**config.mk**
```make
export PLATFORM = sky130hd
export DESIGN_NAME = gcd_avalon_host
export DESIGN_NICKNAME = d
export VERILOG_FILES = /design/src/rtl/gcd_avalon_pkg.sv /design/src/rtl/gcd_avalon_host.sv
export SDC_FILE = /design/constraint.sdc
export NUM_CORES = 1
export LEC_CHECK = 0
export CELL_PAD_IN_SITES_DETAIL_PLACEMENT = 0
export CELL_PAD_IN_SITES_GLOBAL_PLACEMENT = 1
export CORE_UTILIZATION = 35
export DETAILED_ROUTE_END_ITERATION = 16
export GPL_TIMING_DRIVEN = 0
export PLACE_DENSITY = 0.92
export SLEW_MARGIN = 0
export SYNTH_ARGS = -nofsm -noshare
export SYNTH_HDL_FRONTEND = slang
export SYNTH_SLANG_ARGS = --single-unit
```
**constraint.sdc**
```tcl
create_clock -name clock -period 2 [get_ports clock]
set_input_delay 0.4 -clock clock [delete_from_list [all_inputs] [get_ports clock]]
set_output_delay 0.4 -clock clock [all_outputs]
set_load 0.05 [all_outputs]
```
**src/rtl/gcd_avalon_pkg.sv**
```systemverilog
// Shared definitions for the GCD Avalon-MM register slave and its hardware host.
package gcd_avalon_pkg;

    // Register word addresses of the gcd_avalon slave
    localparam logic [1:0] GCD_ADDR_A    = 2'd0;
    localparam logic [1:0] GCD_ADDR_B    = 2'd1;
    localparam logic [1:0] GCD_ADDR_RES  = 2'd2;
    localparam logic [1:0] GCD_ADDR_STAT = 2'd3;

    // Bit of the status register that reports a finished computation
    localparam int GCD_STAT_DONE_BIT = 0;

    // Host sequencing states
    typedef enum logic [2:0] {
        IDLE,
        WR_A,
        WR_B,
        POLL_RD,
        POLL_WAIT,
        RES_RD,
        RES_WAIT,
        DONE
    } gcd_host_state_t;

endpackage

```
**src/rtl/gcd_avalon_host.sv**
```systemverilog
// Avalon-MM host that feeds operand pairs to gcd_avalon, polls for completion
// and hands the result (or a timeout indication) to a downstream stream.
module gcd_avalon_host
    import gcd_avalon_pkg::*;
#(
    parameter int READ_LATENCY = 1,
    parameter int POLL_LIMIT   = 1024
) (
    input  logic        clock,
    input  logic        resetn,
    input  logic        in_valid,
    output logic        in_ready,
    input  logic [31:0] in_a,
    input  logic [31:0] in_b,
    output logic        out_valid,
    input  logic        out_ready,
    output logic [31:0] out_result,
    output logic        out_timeout,
    output logic [1:0]  avm_address,
    output logic        avm_read,
    output logic        avm_write,
    output logic [31:0] avm_writedata,
    input  logic [31:0] avm_readdata,
    output logic [3:0]  avm_byteenable,
    output logic        avm_chipselect
);

    localparam int POLL_W = $clog2(POLL_LIMIT + 1);
    localparam int LAT_W  = (READ_LATENCY > 1) ? $clog2(READ_LATENCY) : 1;

    gcd_host_state_t   state;
    gcd_host_state_t   state_nxt;
    logic [31:0]       op_b;
    logic [POLL_W-1:0] poll_cnt;
    logic [LAT_W-1:0]  wait_cnt;
    logic              wait_done;
    logic              accept;
    logic              poll_timeout;
    logic              in_wait;

    assign avm_byteenable = 4'hF;

    // Next-state decode; readdata is only trusted on the last wait cycle
    always_comb begin
        state_nxt    = state;
        wait_done    = (wait_cnt == LAT_W'(READ_LATENCY - 1));
        accept       = (state == IDLE) && in_valid;
        poll_timeout = (poll_cnt == POLL_W'(POLL_LIMIT));
        in_wait      = (state == POLL_WAIT) || (state == RES_WAIT);
        unique case (state)
            IDLE:      if (in_valid) state_nxt = WR_A;
            WR_A:      state_nxt = WR_B;
            WR_B:      state_nxt = POLL_RD;
            POLL_RD:   state_nxt = POLL_WAIT;
            POLL_WAIT: begin
                if (wait_done) begin
                    if (avm_readdata[GCD_STAT_DONE_BIT]) begin
                        state_nxt = RES_RD;
                    end else if (poll_timeout) begin
                        state_nxt = DONE;
                    end else begin
                        state_nxt = POLL_RD;
                    end
                end
            end
            RES_RD:    state_nxt = RES_WAIT;
            RES_WAIT:  if (wait_done) state_nxt = DONE;
            DONE:      if (out_ready) state_nxt = IDLE;
            default:   state_nxt = IDLE;
        endcase
    end

    // State register
    always_ff @(posedge clock or negedge resetn) begin
        if (!resetn) begin
            state <= IDLE;
        end else begin
            state <= state_nxt;
        end
    end

    // Operand B latch plus the poll and read-latency counters
    always_ff @(posedge clock or negedge resetn) begin
        if (!resetn) begin
            op_b     <= '0;
            poll_cnt <= '0;
            wait_cnt <= '0;
        end else begin
            if (accept) begin
                op_b     <= in_b;
                poll_cnt <= '0;
            end else if (state == POLL_RD) begin
                poll_cnt <= poll_cnt + POLL_W'(1);
            end
            if (in_wait && !wait_done) begin
                wait_cnt <= wait_cnt + LAT_W'(1);
            end else begin
                wait_cnt <= '0;
            end
        end
    end

    // Bus and stream outputs are registered from the upcoming state so each
    // strobe lines up exactly with the cycle its state occupies
    always_ff @(posedge clock or negedge resetn) begin
        if (!resetn) begin
            in_ready       <= 1'b0;
            out_valid      <= 1'b0;
            avm_write      <= 1'b0;
            avm_read       <= 1'b0;
            avm_chipselect <= 1'b0;
            avm_address    <= GCD_ADDR_A;
            avm_writedata  <= '0;
        end else begin
            in_ready       <= (state_nxt == IDLE);
            out_valid      <= (state_nxt == DONE);
            avm_write      <= (state_nxt == WR_A) || (state_nxt == WR_B);
            avm_read       <= (state_nxt == POLL_RD) || (state_nxt == RES_RD);
            avm_chipselect <= (state_nxt == WR_A) || (state_nxt == WR_B) ||
                              (state_nxt == POLL_RD) || (state_nxt == RES_RD);
            unique case (state_nxt)
                WR_A: begin
                    avm_address   <= GCD_ADDR_A;
                    avm_writedata <= in_a;
                end
                WR_B: begin
                    avm_address   <= GCD_ADDR_B;
                    avm_writedata <= op_b;
                end
                POLL_RD: avm_address <= GCD_ADDR_STAT;
                RES_RD:  avm_address <= GCD_ADDR_RES;
                default: ;
            endcase
        end
    end

    // Result capture: cleared on accept, loaded on the result read or forced to
    // zero with the timeout flag when polling gives up
    always_ff @(posedge clock or negedge resetn) begin
        if (!resetn) begin
            out_result  <= '0;
            out_timeout <= 1'b0;
        end else if (accept) begin
            out_result  <= '0;
            out_timeout <= 1'b0;
        end else if ((state == RES_WAIT) && wait_done) begin
            out_result <= avm_readdata;
        end else if ((state == POLL_WAIT) && wait_done &&
                     !avm_readdata[GCD_STAT_DONE_BIT] && poll_timeout) begin
            out_result  <= '0;
            out_timeout <= 1'b1;
        end
    end

endmodule
```
==> impl_metrics.csv, run 1 <==
group,metric,value,unit
outcome,status,"finished, final reports clean",
routing,drt-wirelength-per-cell,16.2,µm
setup_path,r2r_start,"state[1]",
logic_synthesis,synthArstFlopShare,1.00,
routing,drcViolationCount,0,
setup_path,crit_arrival,1.56,ns
die,io_pins,176,
global_route,grt_use_met3,0.0557,
final_layout,regArea,0.00298,mm²
sta,timing.slew.headroom,0.630,
setup_path,crit_fanout,2,
setup_path,startpoint_type,"flop",
clocking,cts.clk_slew.worst_paths,0.05,ns
logic_synthesis,syn_area,0.00493,mm²
global_route,grt_pass1_wl,20.5,mm
global_route,grt_antenna_before_repair,0,
final_layout,area_growth,55.7,%
logic_synthesis,ys_top_cells_by_count,"119 x dfrtp_1, 43 x nand2_1, 33 x a22o_1, 33 x mux2i_1, 29 x mux2_2",
routing,dr.pass1.iters,4,
final_layout,drive_gt1_frac,0.158,
worst_hold_path,min_from,"op_b[28]",
worst_hold_path,holdPathStages,2,
logic_synthesis,ys_seq_area_frac,0.604,
final_layout,antenna_cells,0,
setup_path,path_buf_inv,1,
setup_path,crit_family,"buffers and inverters",
final_layout,final_cells,786,
logic_synthesis,synth_area_leaders,"dfrtp_1 60%, mux2i_1 6.7%, mux2_2 6.6%",
logic_synthesis,syn_avg_cell_area,12.4,µm²
pwr,power_density,1760,mW/mm²
routing,drt_iter0_drc,180,
final_layout,final.fill_count,1133,
sta,setup_ws,0.0391,ns
global_route,grtUsageMet1,0.218,
sta,final.setup_skew,0.00784,ns
sta,rsz0062_at_grt,"false",
setup_path,cp-end-kind,"output port",
logic_synthesis,yosysTopAreaCell,"dfrtp_1",
die,start_util,0.357,
place,place_ws,-0.422,ns
clocking,numClockSinks,119,
logic_synthesis,ys_ff_latch,119,
clocking,cts_tree,"yes",
sta,hold_violations,0,
global_route,grt-ovfl-total,0,
logic_synthesis,synth_top_area_share,0.604,
routing,vias,3782,
global_route,grt_max_degree,67,
flow_run,drv_cap,0,
die,die_area,0.0146,mm²
sta,worst_pin_slew,0.553,ns
setup_path,reg2regPathDepth,6,
place,gp_congestion,0.766,
setup_path,cp_cell_sequence,"clkdlybuf4s50_1",
final_layout,multi_input_area,0.00182,mm²
die,die_h,121,µm
clocking,clk_path_buf_depth,2,
global_route,busiest_layer,"met2",
final_layout,postLayoutCellArea,0.00767,mm²
worst_hold_path,hold_class,"reg2reg",
logic_synthesis,yosysUniqueCellTypes,39,
logic_synthesis,yosys_warnings,0,
final_layout,layout.nets,695,
clocking,cts.root.buffer_cell,"clkbuf_16",
routing,viasPerCell,4.81,
sta,clock.fmax,510,MHz
sta,drv_slew,0,
sta,final.period_utilization,0.980,
logic_synthesis,synth-main-ff-cell,"dfrtp_1",
worst_hold_path,holdPathEnd,"avm_writedata[28]",
logic_synthesis,synthCells,396,
place,port_buffers,171,
place,dpl_cell_area,0.00691,mm²
setup_path,cp.required,1.60,ns
place,placed_cells,751,
setup_path,cpMaxStageDelayCell,"clkdlybuf4s50_1",
logic_synthesis,synth.most_common_cell,"dfrtp_1",
clocking,numCtsBuffers,17,
global_route,gr-usage-met2,0.308,
clocking,insertion_delay,0.41,ns
die,coreArea,0.0138,mm²
place,post-dp-hpwl,9.01,mm
setup_path,max_stage_delay,0.81,ns
pwr,ir_drop,1.02,mV
pwr,power.leakage,3.80,nW
sta,post-route-min-period,1.96,ns
setup_path,r2r_slack,0.12,ns
global_route,grt.total_usage,0.185,
setup_path,critical_path_class,"reg2out",
routing,totalWireLength,12.7,mm
die,die_w,121,µm
logic_synthesis,synth_edf_count,0,
global_route,grt_pass1_vias,4157,
die,num_rows,43,
setup_path,r2r-end,"op_b[29]",
clocking,ctsHtreeMaxLevel,4,
sta,setup_viol,0,
routing,antenna_left,0,
pwr,totalPowerFinal,13.5,mW
-- final cells by class --
class,instances,share of cell area
repair buffers,175,0.241
flip-flops and latches,119,0.388
clock buffers,24,0.0654
multi-input cells,245,0.237
clock inverters,8,0.0153
inverters,6,0.00293
plain buffers,29,0.0209
well taps,180,0.0293
-- power breakdown --
| group | internal [mW] | switching (mW) |
|---|---|---|
| Combinational | 2.28 | 3.90 |
| Clock | 2.12 | 1.02 |
| Sequential | 3.54 | 0.667 |
| Total | 7.94 | 5.58 |
-- cell usage in the layout (no fill, tap or decap), types with 3 or more instances in the layout --
cell type / count
clkdlybuf4s50_1: 111
o21ai_0: 20
mux2_2: 29
a22o_1: 33
clkbuf_2: 6
clkinv_2: 4
dlygate4sd2_1: 16
o21ai_1: 12
bufinv_16: 3
mux2i_1: 33
conb_1: 5
inv_1: 6
xor2_1: 4
dfrtp_1: 119
clkbuf_8: 5
dlymetal6s2s_1: 43
buf_4: 10
clkbuf_1: 6
clkbuf_16: 17
buf_2: 11
nor3_1: 3
xnor2_1: 7
nand4_1: 3
nand2_1: 43
nor2_1: 16
mux2_1: 4
-- state kept, by name, indices dropped and copies added (netlist names), 2 cells and up --
name	flops
poll_cnt	11
state	3
avm_address	2
avm_writedata	32
op_b	32
out_result	32
-- logic make-up (layout without fill, tap and decap cells) --
| logic type | count (synthesis) | count (layout) | synth area share |
|---|---|---|---|
| mux | 66 | 66 | 0.142 |
| xor+xnor | 11 | 11 | 0.0195 |
| compound gates | 76 | 76 | 0.107 |
| simple gates | 85 | 85 | 0.0845 |
| other cells | 2 | 5 | 0.00152 |
| flops | 119 | 119 | 0.604 |
| buf+inv | 35 | 242 | 0.0355 |
| fa+ha+maj | 2 | 2 | 0.00508 |
-- layer usage --
metal  wire length [µm]  up-vias
met5                  0        -
met4                320        0
met3                815       29
met2               6370      148
met1               5220     1816
li1                   -     1789
-- repair_timing --
action                                 4_1_cts  5_1_grt
hold buffers                                 1        0
buffers inserted                             2        0
gates resized for setup                     23       48
pin swaps                                    1        0
setup endpoints to repair                   80       74
cloned                                       0        0
endpoints found under the hold margin       53        0
-- per-stage QoR --
stage,hold WS [ns],utilization,TNS (ns)
floorplan,0.104,-,0
global placement,0.457,0.497,-485.73
detailed placement,0.389,0.500,-29.24
CTS,0.473,0.546,0
global route,0.503,0.555,0
finish,0.475,0.555,0
-- how the worst max path moves through the flow --
stage                     slack (ns)                end  cells after the start         startpoint
after floorplan                 0.24           op_b[27]                      5           state[2]
final                           0.04  avm_writedata[26]                      1  avm_writedata[26]
after global placement         -3.86     out_result[26]                      1             resetn
after detailed placement       -0.42     out_result[15]                      7    avm_readdata[0]
after CTS                      0.001  avm_writedata[13]                      1  avm_writedata[13]
after global routing         0.00009   avm_writedata[3]                      1   avm_writedata[3]
(Power assumes the default switching activity.)
==> inputs of run 2 (changes only) <==
- SETUP_SLACK_MARGIN: default -> 0.5
==> run 2 against run 1 <==
Compared with the run above:
- clock-buffer cell count is 1 higher
- global-route usage grew 0.33 points
- core utilization rose by 3.9 points
- critical path depth increased by 5
- clock skew is 0.0058 ns higher
- clock power down 3%
- total power up 5.9%
- final cell count rose by 5.3%
- combinational power is 13% higher
- critical endpoint is now out_result[21]
- largest cell class unchanged
- largest power group unchanged
- highest routed layer unchanged
==> impl_metrics.csv, run 2 (synthesized netlist as in run 1, its figures left out) <==
group,metric,value,unit
outcome,status,"finished, final reports clean",
sta,post-route-min-period,1.84,ns
setup_path,critical_path_class,"reg2reg",
worst_hold_path,hold_class,"reg2reg",
final_layout,postLayoutCellArea,0.00821,mm²
sta,worst_pin_slew,0.592,ns
final_layout,layout.nets,737,
setup_path,crit_fanout,10,
pwr,seqPwrFrac,0.298,
setup_path,cp-end-kind,"flop",
sta,tns,0,ns
final_layout,reg.largest.list,"avm_writedata: 32 flops, op_b: 32 flops, out_result: 32 flops",
clocking,cts.clk_slew.worst_paths,0.05,ns
routing,viasPerCell,4.90,
final_layout,area_growth,66.6,%
global_route,grt.total_usage,0.188,
sta,final.setup_skew,0.0137,ns
global_route,grt_pass1_vias,4146,
global_route,busiest_layer,"met2",
flow_run,drv_cap,0,
global_route,grt_max_degree,64,
pwr,power.leakage,3.75,nW
die,die_w,121,µm
routing,vias,4060,
routing,antenna_left,0,
sta,setup_ws,0.157,ns
clocking,clk_path_buf_depth,2,
pwr,p_int,8.26,mW
clocking,numClockSinks,119,
pwr,totalPowerFinal,14.3,mW
final_layout,final_common_cell,"dfrtp_1",
pwr,ir_drop,0.937,mV
die,io_pins,176,
final_layout,final_util,0.594,
place,gp_congestion,0.770,
die,coreArea,0.0138,mm²
pwr,power_density,1740,mW/mm²
sta,timing.slew.headroom,0.605,
final_layout,antenna_cells,0,
clocking,ctsHtreeMaxLevel,4,
routing,totalWireLength,14.2,mm
global_route,grt-ovfl-total,0,
routing,drt-wirelength-per-cell,17.2,µm
setup_path,crit_arrival,2.13,ns
sta,rsz0062_at_grt,"true",
pwr,clkPwrFrac,0.213,
global_route,grtUsageMet1,0.225,
place,place_ws,-0.388,ns
clocking,cts_tree,"yes",
clocking,insertion_delay,0.42,ns
sta,final.period_utilization,0.921,
global_route,grt_pass1_wl,20.9,mm
place,dpl_cell_area,0.00695,mm²
sta,setup_viol,0,
die,start_util,0.357,
final_layout,final.fill_count,1097,
final_layout,final_cells,828,
routing,drcViolationCount,0,
clocking,cts.root.buffer_cell,"clkbuf_16",
clocking,numCtsBuffers,17,
pwr,p_switching,6.06,mW
routing,drt_iter0_drc,185,
place,port_buffers,171,
die,num_rows,43,
die,die_area,0.0146,mm²
place,placed_cells,751,
routing,dr.pass1.iters,4,
final_layout,drive_gt1_frac,0.389,
sta,drv_slew,0,
place,post-dp-hpwl,8.78,mm
setup_path,startpoint_type,"flop",
final_layout,final_cell_mix,"116 x dfrtp_1, 96 x clkdlybuf4s50_1, 72 x buf_2",
sta,hold_ws,0.489,ns
sta,hold_violations,0,
sta,clock.fmax,543,MHz
pwr,combPwrFrac,0.489,
pwr,swShare,0.423,
global_route,gr-usage-met2,0.315,
global_route,grt_use_met3,0.0557,
setup_path,cp.required,2.29,ns
die,die_h,121,µm
global_route,grt_antenna_before_repair,0,
[run 2: final timing paths]
path,start,to,slack [ns],cells after the start
setup / recovery,poll_cnt[6],out_result[21],0.16,6
hold / removal,op_b[2],avm_writedata[2],0.49,2
setup reg to reg,poll_cnt[6],out_result[21],0.16,6
hold reg to reg,op_b[2],avm_writedata[2],0.49,2
max in group asynchronous,resetn,out_result[7],0.78,3
min in group asynchronous,resetn,op_b[7],0.54,2
[run 2: worst max-delay path, cell delays in order, from the launching register on]
cell and delay [ns]:
dfrtp_1 0.42, nor4_4 0.34, nand4_1 0.27, nor2_2 0.24
nor3_4 0.09, buf_6 0.17, a22o_1 0.19
[run 2: repair_timing]
action                                 4_1_cts  5_1_grt
hold buffers                                 1        0
gates resized for setup                    432       98
pin swaps                                    7       19
setup endpoints to repair                  187      116
setup buffers                               24       13
cloned                                       3        4
endpoints found under the hold margin       31        0
[run 2: cell type report]
type	instances	area, µm²	area share
multi-input cells	245	2160	0.263
inverters	6	22.5	0.00274
clock buffers	25	505	0.0615
repair buffers	217	1910	0.233
flip-flops and latches	119	2980	0.363
plain buffers	29	318	0.0387
well taps	180	225	0.0274
clock inverters	7	91.3	0.0111
[run 2: power groups by stage]
stage,registers [mW],clock network (mW),logic (mW)
floorplan,6.43,0,1.96
global placement,4.19,0,6.21
detailed placement,4.22,0,6.36
CTS,4.17,3.09,6.29
global route,4.38,3.22,7.37
finish,4.26,3.05,7.00
[run 2: metal layers]
layer	wire length [µm]	vias up
met2	7070	136
met3	756	21
li1	-	1865
met5	0	-
met1	6090	2038
met4	295	0
